==> config.mk <==
export PLATFORM = sky130hd
export DESIGN_NAME = data_packer
export DESIGN_NICKNAME = d
export VERILOG_FILES = /design/src/rtl/data_packer.sv
export SDC_FILE = /design/constraint.sdc
export NUM_CORES = 1
export LEC_CHECK = 0
export BUFFER_PORTS_ARGS = -buffer_cell sky130_fd_sc_hd__buf_2
export CAP_MARGIN = 20
export CORE_ASPECT_RATIO = 0.8
export CORE_MARGIN = 2
export CORE_UTILIZATION = 45
export CTS_BUF_LIST = sky130_fd_sc_hd__clkbuf_4
export CTS_CLUSTER_SIZE = 8
export DETAILED_ROUTE_END_ITERATION = 10
export PLACE_DENSITY = 0.68
export SLEW_MARGIN = 0
export SYNTH_ARGS = -nofsm -noshare
export SYNTH_HDL_FRONTEND = slang
export SYNTH_SLANG_ARGS = --single-unit
==> constraint.sdc <==
create_clock -name clock -period 1.9 [get_ports clock]
set_input_delay 0.095 -clock clock [delete_from_list [all_inputs] [get_ports clock]]
set_output_delay 0.095 -clock clock [all_outputs]
set_load 0.01 [all_outputs]
==> src/rtl/data_packer.sv <==
// Width upsizer: packs RATIO narrow words into one wide word.
// Lane 0 of the packed word holds the oldest input word.
module data_packer #(
  parameter  int WIDTH       = 8,
  parameter  int RATIO       = 4,
  localparam int COUNT_WIDTH = $clog2(RATIO + 1)
) (
  input  logic                   clock,
  input  logic                   resetn,
  input  logic                   write_enable,
  input  logic [WIDTH-1:0]       write_data,
  input  logic                   write_last,
  output logic                   full,
  input  logic                   read_enable,
  output logic [WIDTH*RATIO-1:0] read_data,
  output logic [COUNT_WIDTH-1:0] read_count,
  output logic                   empty
);

  localparam int LANE_W = (RATIO > 1) ? $clog2(RATIO) : 1;
  localparam int DW     = WIDTH * RATIO;

  logic [DW-1:0]          acc_q, acc_d, acc_w;
  logic [LANE_W-1:0]      lane_q, lane_d;
  logic                   closed_q, closed_d;
  logic [DW-1:0]          out_data_q, out_data_d;
  logic [COUNT_WIDTH-1:0] out_cnt_q, out_cnt_d;
  logic                   out_valid_q, out_valid_d;

  logic                   wr, rd, done;
  logic [COUNT_WIDTH-1:0] filled;

  assign wr     = write_enable && !closed_q;
  assign rd     = read_enable && out_valid_q;
  assign filled = COUNT_WIDTH'(lane_q) + COUNT_WIDTH'(1);
  assign done   = (lane_q == LANE_W'(RATIO - 1)) || write_last;

  always_comb begin
    acc_w = acc_q;
    acc_w[lane_q*WIDTH +: WIDTH] = write_data;
  end

  always_comb begin
    acc_d       = acc_q;
    lane_d      = lane_q;
    closed_d    = closed_q;
    out_data_d  = out_data_q;
    out_cnt_d   = out_cnt_q;
    out_valid_d = out_valid_q;
    if (rd) begin
      out_valid_d = 1'b0;
    end
    // A closed word refills the output at the pop edge: no bubble.
    if (closed_q && rd) begin
      out_data_d  = acc_q;
      out_cnt_d   = filled;
      out_valid_d = 1'b1;
      acc_d       = '0;
      lane_d      = '0;
      closed_d    = 1'b0;
    end else if (wr) begin
      if (done) begin
        if (!out_valid_q || rd) begin
          out_data_d  = acc_w;
          out_cnt_d   = filled;
          out_valid_d = 1'b1;
          acc_d       = '0;
          lane_d      = '0;
        end else begin
          acc_d    = acc_w;
          closed_d = 1'b1;
        end
      end else begin
        acc_d  = acc_w;
        lane_d = lane_q + LANE_W'(1);
      end
    end
  end

  always_ff @(posedge clock or negedge resetn) begin
    if (!resetn) begin
      acc_q       <= '0;
      lane_q      <= '0;
      closed_q    <= 1'b0;
      out_data_q  <= '0;
      out_cnt_q   <= '0;
      out_valid_q <= 1'b0;
    end else begin
      acc_q       <= acc_d;
      lane_q      <= lane_d;
      closed_q    <= closed_d;
      out_data_q  <= out_data_d;
      out_cnt_q   <= out_cnt_d;
      out_valid_q <= out_valid_d;
    end
  end

  assign full       = closed_q;
  assign empty      = !out_valid_q;
  assign read_data  = out_data_q;
  assign read_count = out_cnt_q;

endmodule
# Yosys cells after proc, flatten, opt, wreduce, memory -nomap -nowiden
# Index checks and enable logic that the tools add are counted.
[totals]
word_cells = 53
register_bits = 71
output_inout_bits = 37
in_bits = 13
[classes]
addsub = 3
n_shift = 2
eq_ne = 3
reduce_logical = 13
mux = 26
[op_table]
columns = ["op", "count"]
rows = [
  ["$mux 32", 8],
  ["$neg 5->34", 1],
  ["$shift 8x34->32 const A", 1],
  ["$shiftx 8x34->32", 1],
  ["$bwmux 32", 1],
  ["$mux 3", 4],
  ["$mux 1", 9],
  ["$mux 2", 4],
  ["$reduce_and 3->1", 2],
  ["$reduce_bool 2->1", 3],
  ["$add 2x1->3 const B", 1],
  ["$logic_and 1x1->1", 3],
  ["$ne 3x1->1 const B", 1],
  ["$add 2x1->2 const B", 1],
  ["$eq 2x2->1 const B", 1],
  ["$logic_not 1->1", 2],
  ["$logic_or 1x1->1", 2],
  ["$ne 2x2->1 const B", 1],
  ["$reduce_and 2->1", 1],
]

# Longest topological paths before layout
[logic_depth]
depth_word = 7
ltp_mapped = 8
mapped_depth_nobuf = 6

# Worst setup path after synthesis
# Ideal clock, no wire load.
[synth_timing]
kind = "register to register"
start = "register lane_q[0]"
end = "register acc_q[16]"
stages_incl_launch_ff = 9
path_buffers = 3
synth_period_minus_slack_ps = 1937
setup_time_ps = 121
t_required_ps = 1779
path_slack_ps = -37
t_arrival_ps = 1816
path_cell_list = "dfrtp_1 -> buf_2 -> inv_2 -> ha_1 -> buf_2 -> and4bb_1 -> and2_1 -> buf_2 -> a22o_1"
[synth_via]
elab_chain_len = 7
elab_cells_between_ends = 10
cone_classes = "add/sub: 1; eq/ne: 1; shift: 2; mux: 5; reduce/logical: 1"
[synth_rtl]
columns = ["item", "line_no", "text"]
rows = [
  ["start: declaration", "24", "logic [LANE_W-1:0] lane_q, lane_d;"],
  ["start signal: assignment", "90", "lane_q <= lane_d;"],
  ["$neg 5->34", "40", "acc_w[lane_q*WIDTH +: WIDTH] = write_data;"],
  ["$shiftx 8x34->32 / $shift 8x34->32 (equally long branches)", "40", ""],
  ["$bwmux 32", "40", ""],
  ["$mux 32", "63", "if (!out_valid_q || rd) begin"],
  ["$mux 32 (*)", "62", "if (done) begin"],
  ["$mux 32 (*)", "61", "end else if (wr) begin"],
  ["$mux 32 (*)", "54", "if (closed_q && rd) begin"],
  ["end signal: assignment", "82", "acc_q <= '0;"],
  ["end signal: assignment", "89", "acc_q <= acc_d;"],
  ["end: declaration", "23", "logic [DW-1:0] acc_q, acc_d, acc_w;"],
]
# Mark *: on every way between the ends. The rest lies on a longest branch, timed or not. The select of a mux whose other input is x is not followed.
# A chain may end at the register's enable or synchronous reset.

# Final worst setup path
[layout_timing]
start = "register lane_q[0]"
end = "register out_data_q[25] (netlist: read_data[25])"
[layout_via]
elab_chain_len = 7
elab_cells_between_ends = 12
cone_classes = "add/sub: 1; eq/ne: 1; shift: 2; mux: 5; reduce/logical: 3"
[layout_rtl]
columns = ["item", "line_no", "text"]
rows = [
  ["$neg 5->34", "40", ""],
  ["$shiftx 8x34->32 / $shift 8x34->32 (equally long branches)", "40", ""],
  ["$bwmux 32", "40", ""],
  ["$mux 32", "63", ""],
  ["$mux 32", "62", ""],
  ["$mux 32", "61", ""],
  ["$mux 32", "54", ""],
  ["end signal: assignment", "92", "out_data_q <= out_data_d;"],
  ["end: declaration", "26", "logic [DW-1:0] out_data_q, out_data_d;"],
]
# Several ways; a longest one is shown, not always the timed one. The select of a mux whose other input is x is not followed.

==> run_results.csv <==
group,metric,value,unit
run_status,status,"finished, final reports clean",
clocking,clock_latency,0.42,ns
drt,drt-pass1-iter-count,4,
setup_path,crit_fanout,6,
synthesis,yosysSeqAreaShare,0.538,
final_layout,final_common_cell,"dfrtp_1",
floorplanning,initial_core_util,0.472,
timing,max_slew_margin,0.738,
clocking,cts_inserted_buffers,9,
timing,rsz0062_at_grt,"true",
drt,wl_met3,509,um
hold_path,hold_path.class,"input port to flip-flop",
final_layout,area_growth,18.6,%
grt,grt_remaining_overflow,0,
drt,top_layer_used,"met4",
synthesis,avgSynthCellArea,11.2,sq um
grt,grt_pass1_wl,13000,um
power,peakVddDrop,0.924,mV
clocking,cts_max_path_buffers,2,
drt,vias,2537,
setup_path,cp-end-kind,"flip-flop",
setup_path,startpoint_type,"flip-flop",
grt,antenna_found_initial,0,
setup_path,critical_path_arrival,2.15,ns
timing,slew_viol_final,0,
setup_path,r2r_start,"lane_q[0]",
drt,wl_met1,3790,um
final_layout,n_fill_cell,658,
floorplanning,die_area,8040,sq um
synthesis,synth_cell_type_count,44,
drt,route.met2.wl,3310,um
placement,gp_congestion,0.813,
floorplanning,coreArea,6990,sq um
floorplanning,io_pins,50,
power,p_leak,1.86,nW
clocking,clkTransAtPathRegs,0.11,ns
timing,tightest_slew,0.393,ns
synthesis,postSynthCellCount,294,
clocking,cts.sinks,71,
synthesis,synth_nets,313,
floorplanning,die_x,99.8,um
timing,finalSetupViolCount,0,
timing,fin_crit,1.80,ns
timing,period_share,0.948,
timing,fmax,0.555,GHz
timing,timing.final.hold_violations,0,
synthesis,synth_area,3300,sq um
drt,viasPerCell,5.69,
power,powerDensity,1230,nW/um^2
final_layout,nets,373,
placement,dp_hpwl,5120,um
job,maxCapViolCount,0,
final_layout,antenna_cells,0,
drt,post-route-drc-count,0,
setup_path,worstPathRequired,2.25,ns
placement,place.port_buffers,49,
timing,tns,0,ns
grt,grt_max_degree,72,
grt,grt_use_total,0.210,
synthesis,yosys_warnings,0,
drt,drtAntennaViolNets,0,
clocking,ctsRootBufferMaster,"clkbuf_4",
final_layout,final_cell_mix,"69 x dfrtp_1, 49 x buf_2, 38 x nand2_1, 32 x o21ai_1, 29 x a22o_1",
floorplanning,placementRows,27,
final_layout,final_layout_size_suffix_gt1_frac,0.290,
synthesis,ys_ff_latch,71,
drt,wl_per_cell,17.2,um
timing,whs,0.0471,ns
setup_path,crit_start,"lane_q[0]",
clocking,tritoncts,"done",
grt,grt_pass1_vias,2446,
setup_path,critPathKind,"flip-flop to flip-flop",
drt,drtIter0Drc,142,
clocking,htreeDepth,3,
hold_path,hp-start,"write_data[1]",
floorplanning,die_y,80.6,um
timing,clock_skew,0.0184,ns
drt,wl,7660,um
## Yosys cell counts
cell type  instances  area (sq um)
o2bb2ai_1          1          8.76
buf_2             12          60.1
buf_6              3          33.8
nor3b_2            1          12.5
a22oi_1            4          30.0
nor2_2             2          12.5
a21o_1             1          7.51
nor4b_4            1          23.8
o21ai_1           32           160
a21boi_0           8          60.1
nand3_2            1          10.0
inv_1              3          11.3
a31oi_1            8          50.1
dfrtp_1           71          1780
a21oi_1           13          65.1
o21a_1             1          7.51
nand2_4            1          11.3
and3_1             2          12.5
a32oi_1            9          78.8
nor4bb_1           1          10.0
a32o_1             4          40.0
a22o_1            29           254
nor3_1             1          5.00
mux2_4             2          30.0
buf_4              1          7.51
o21ai_2            5          43.8
o21a_4             1          15.0
clkbuf_1           3          11.3
nand2_1           38           143
and2_1             4          25.0
and3_4             1          11.3
o21ai_0            2          10.0
inv_2              1          3.75
nor2b_2            1          8.76
nand2b_1           3          18.8
and3b_1            1          8.76
nor2b_4            1          13.8
mux2i_1            1          10.0
and4bb_1           1          12.5
and4_1            10          87.6
clkbuf_2           1          5.00
nand2_2            1          6.26
ha_1               6          75.1
o211ai_2           1          12.5
## worst max-delay path, stage by stage, from the launching register on
cell and delay (ns):
dfrtp_2 0.45, inv_4 0.07, ha_1 0.35, buf_4 0.18, nor4b_4 0.40, a32oi_1 0.17, o21ai_1 0.13
## final timing paths
check / cells past startpoint / end / slack, ns
worst max register to register: 6 / read_data[25] / 0.1
max in group asynchronous: 3 / lane_q[0] / 1.33
worst max-delay path: 6 / read_data[25] / 0.1
worst min-delay path: 2 / acc_q[9] / 0.05
min in group asynchronous: 3 / read_data[4] / 0.23
worst min register to register: 2 / read_data[9] / 0.49
## registers in the layout, summed over array words and instances, names as in the netlist
| register | cells |
|---|---|
| read_count | 3 |
| read_data | 32 |
| full | 1 |
| out_valid_q | 1 |
| lane_q | 2 |
| acc_q | 32 |
## final cells by class
class / count / area [sq um] / share of cell area
well taps: 87 / 109 / 0.0278
repair buffers: 69 / 440 / 0.113
flip-flops and latches: 71 / 1780 / 0.455
multi-input cells: 199 / 1410 / 0.361
clock inverters: 7 / 87.6 / 0.0224
clock buffers: 9 / 67.6 / 0.0173
inverters: 4 / 17.5 / 0.00448
## per-layer routing
layer / up-vias / global-route usage
li1: 1230 / -
met1: 1213 / 0.318
met2: 85 / 0.303
met3: 9 / 0.0592
met4: 0 / 0.0370
met5: - / 0
## metrics by stage
stage | instances | util | instance area (sq um) | power (mW) | setup WS (ns)
2_1_floorplan | 294 | - | 3310 | 3.13 | 0.00940
3_3_place_gp | 425 | 0.529 | 3700 | 3.69 | 0.0604
3_5_place_dp | 425 | 0.529 | 3700 | 3.73 | -0.0281
4_1_cts | 444 | 0.556 | 3890 | 4.82 | 0.0563
5_1_grt | 446 | 0.560 | 3910 | 5.15 | -0.0160
6_report | 446 | 0.560 | 3910 | 4.82 | 0.0990
## logic make-up (layout without fill, tap and decap cells)
| family | Yosys count | in the layout | share of synthesized area |
|---|---|---|---|
| and+or+nand+nor | 71 | 71 | 0.131 |
| buffers and inverters | 24 | 89 | 0.0402 |
| muxes | 3 | 3 | 0.0121 |
| adders and majority gates | 6 | 6 | 0.0227 |
| AOI/OAI and AO/OA | 119 | 119 | 0.255 |
| DFF | 71 | 71 | 0.538 |
## power breakdown
part	switching, mW	internal, mW
logic	1.12	0.742
registers	0.168	1.74
clock network	0.534	0.522
total	1.82	3.00
## timing repair
item / 4_1_cts / 5_1_grt
buffers inserted: 0 / 2
hold endpoints to repair: 73 / 0
gates cloned: 0 / 0
setup endpoints to repair: 5 / 24
gates resized for setup: 2 / 3
pin swaps: 0 / 1
hold buffers: 3 / 0
No activity file was read; power rests on OpenSTA's default activity.
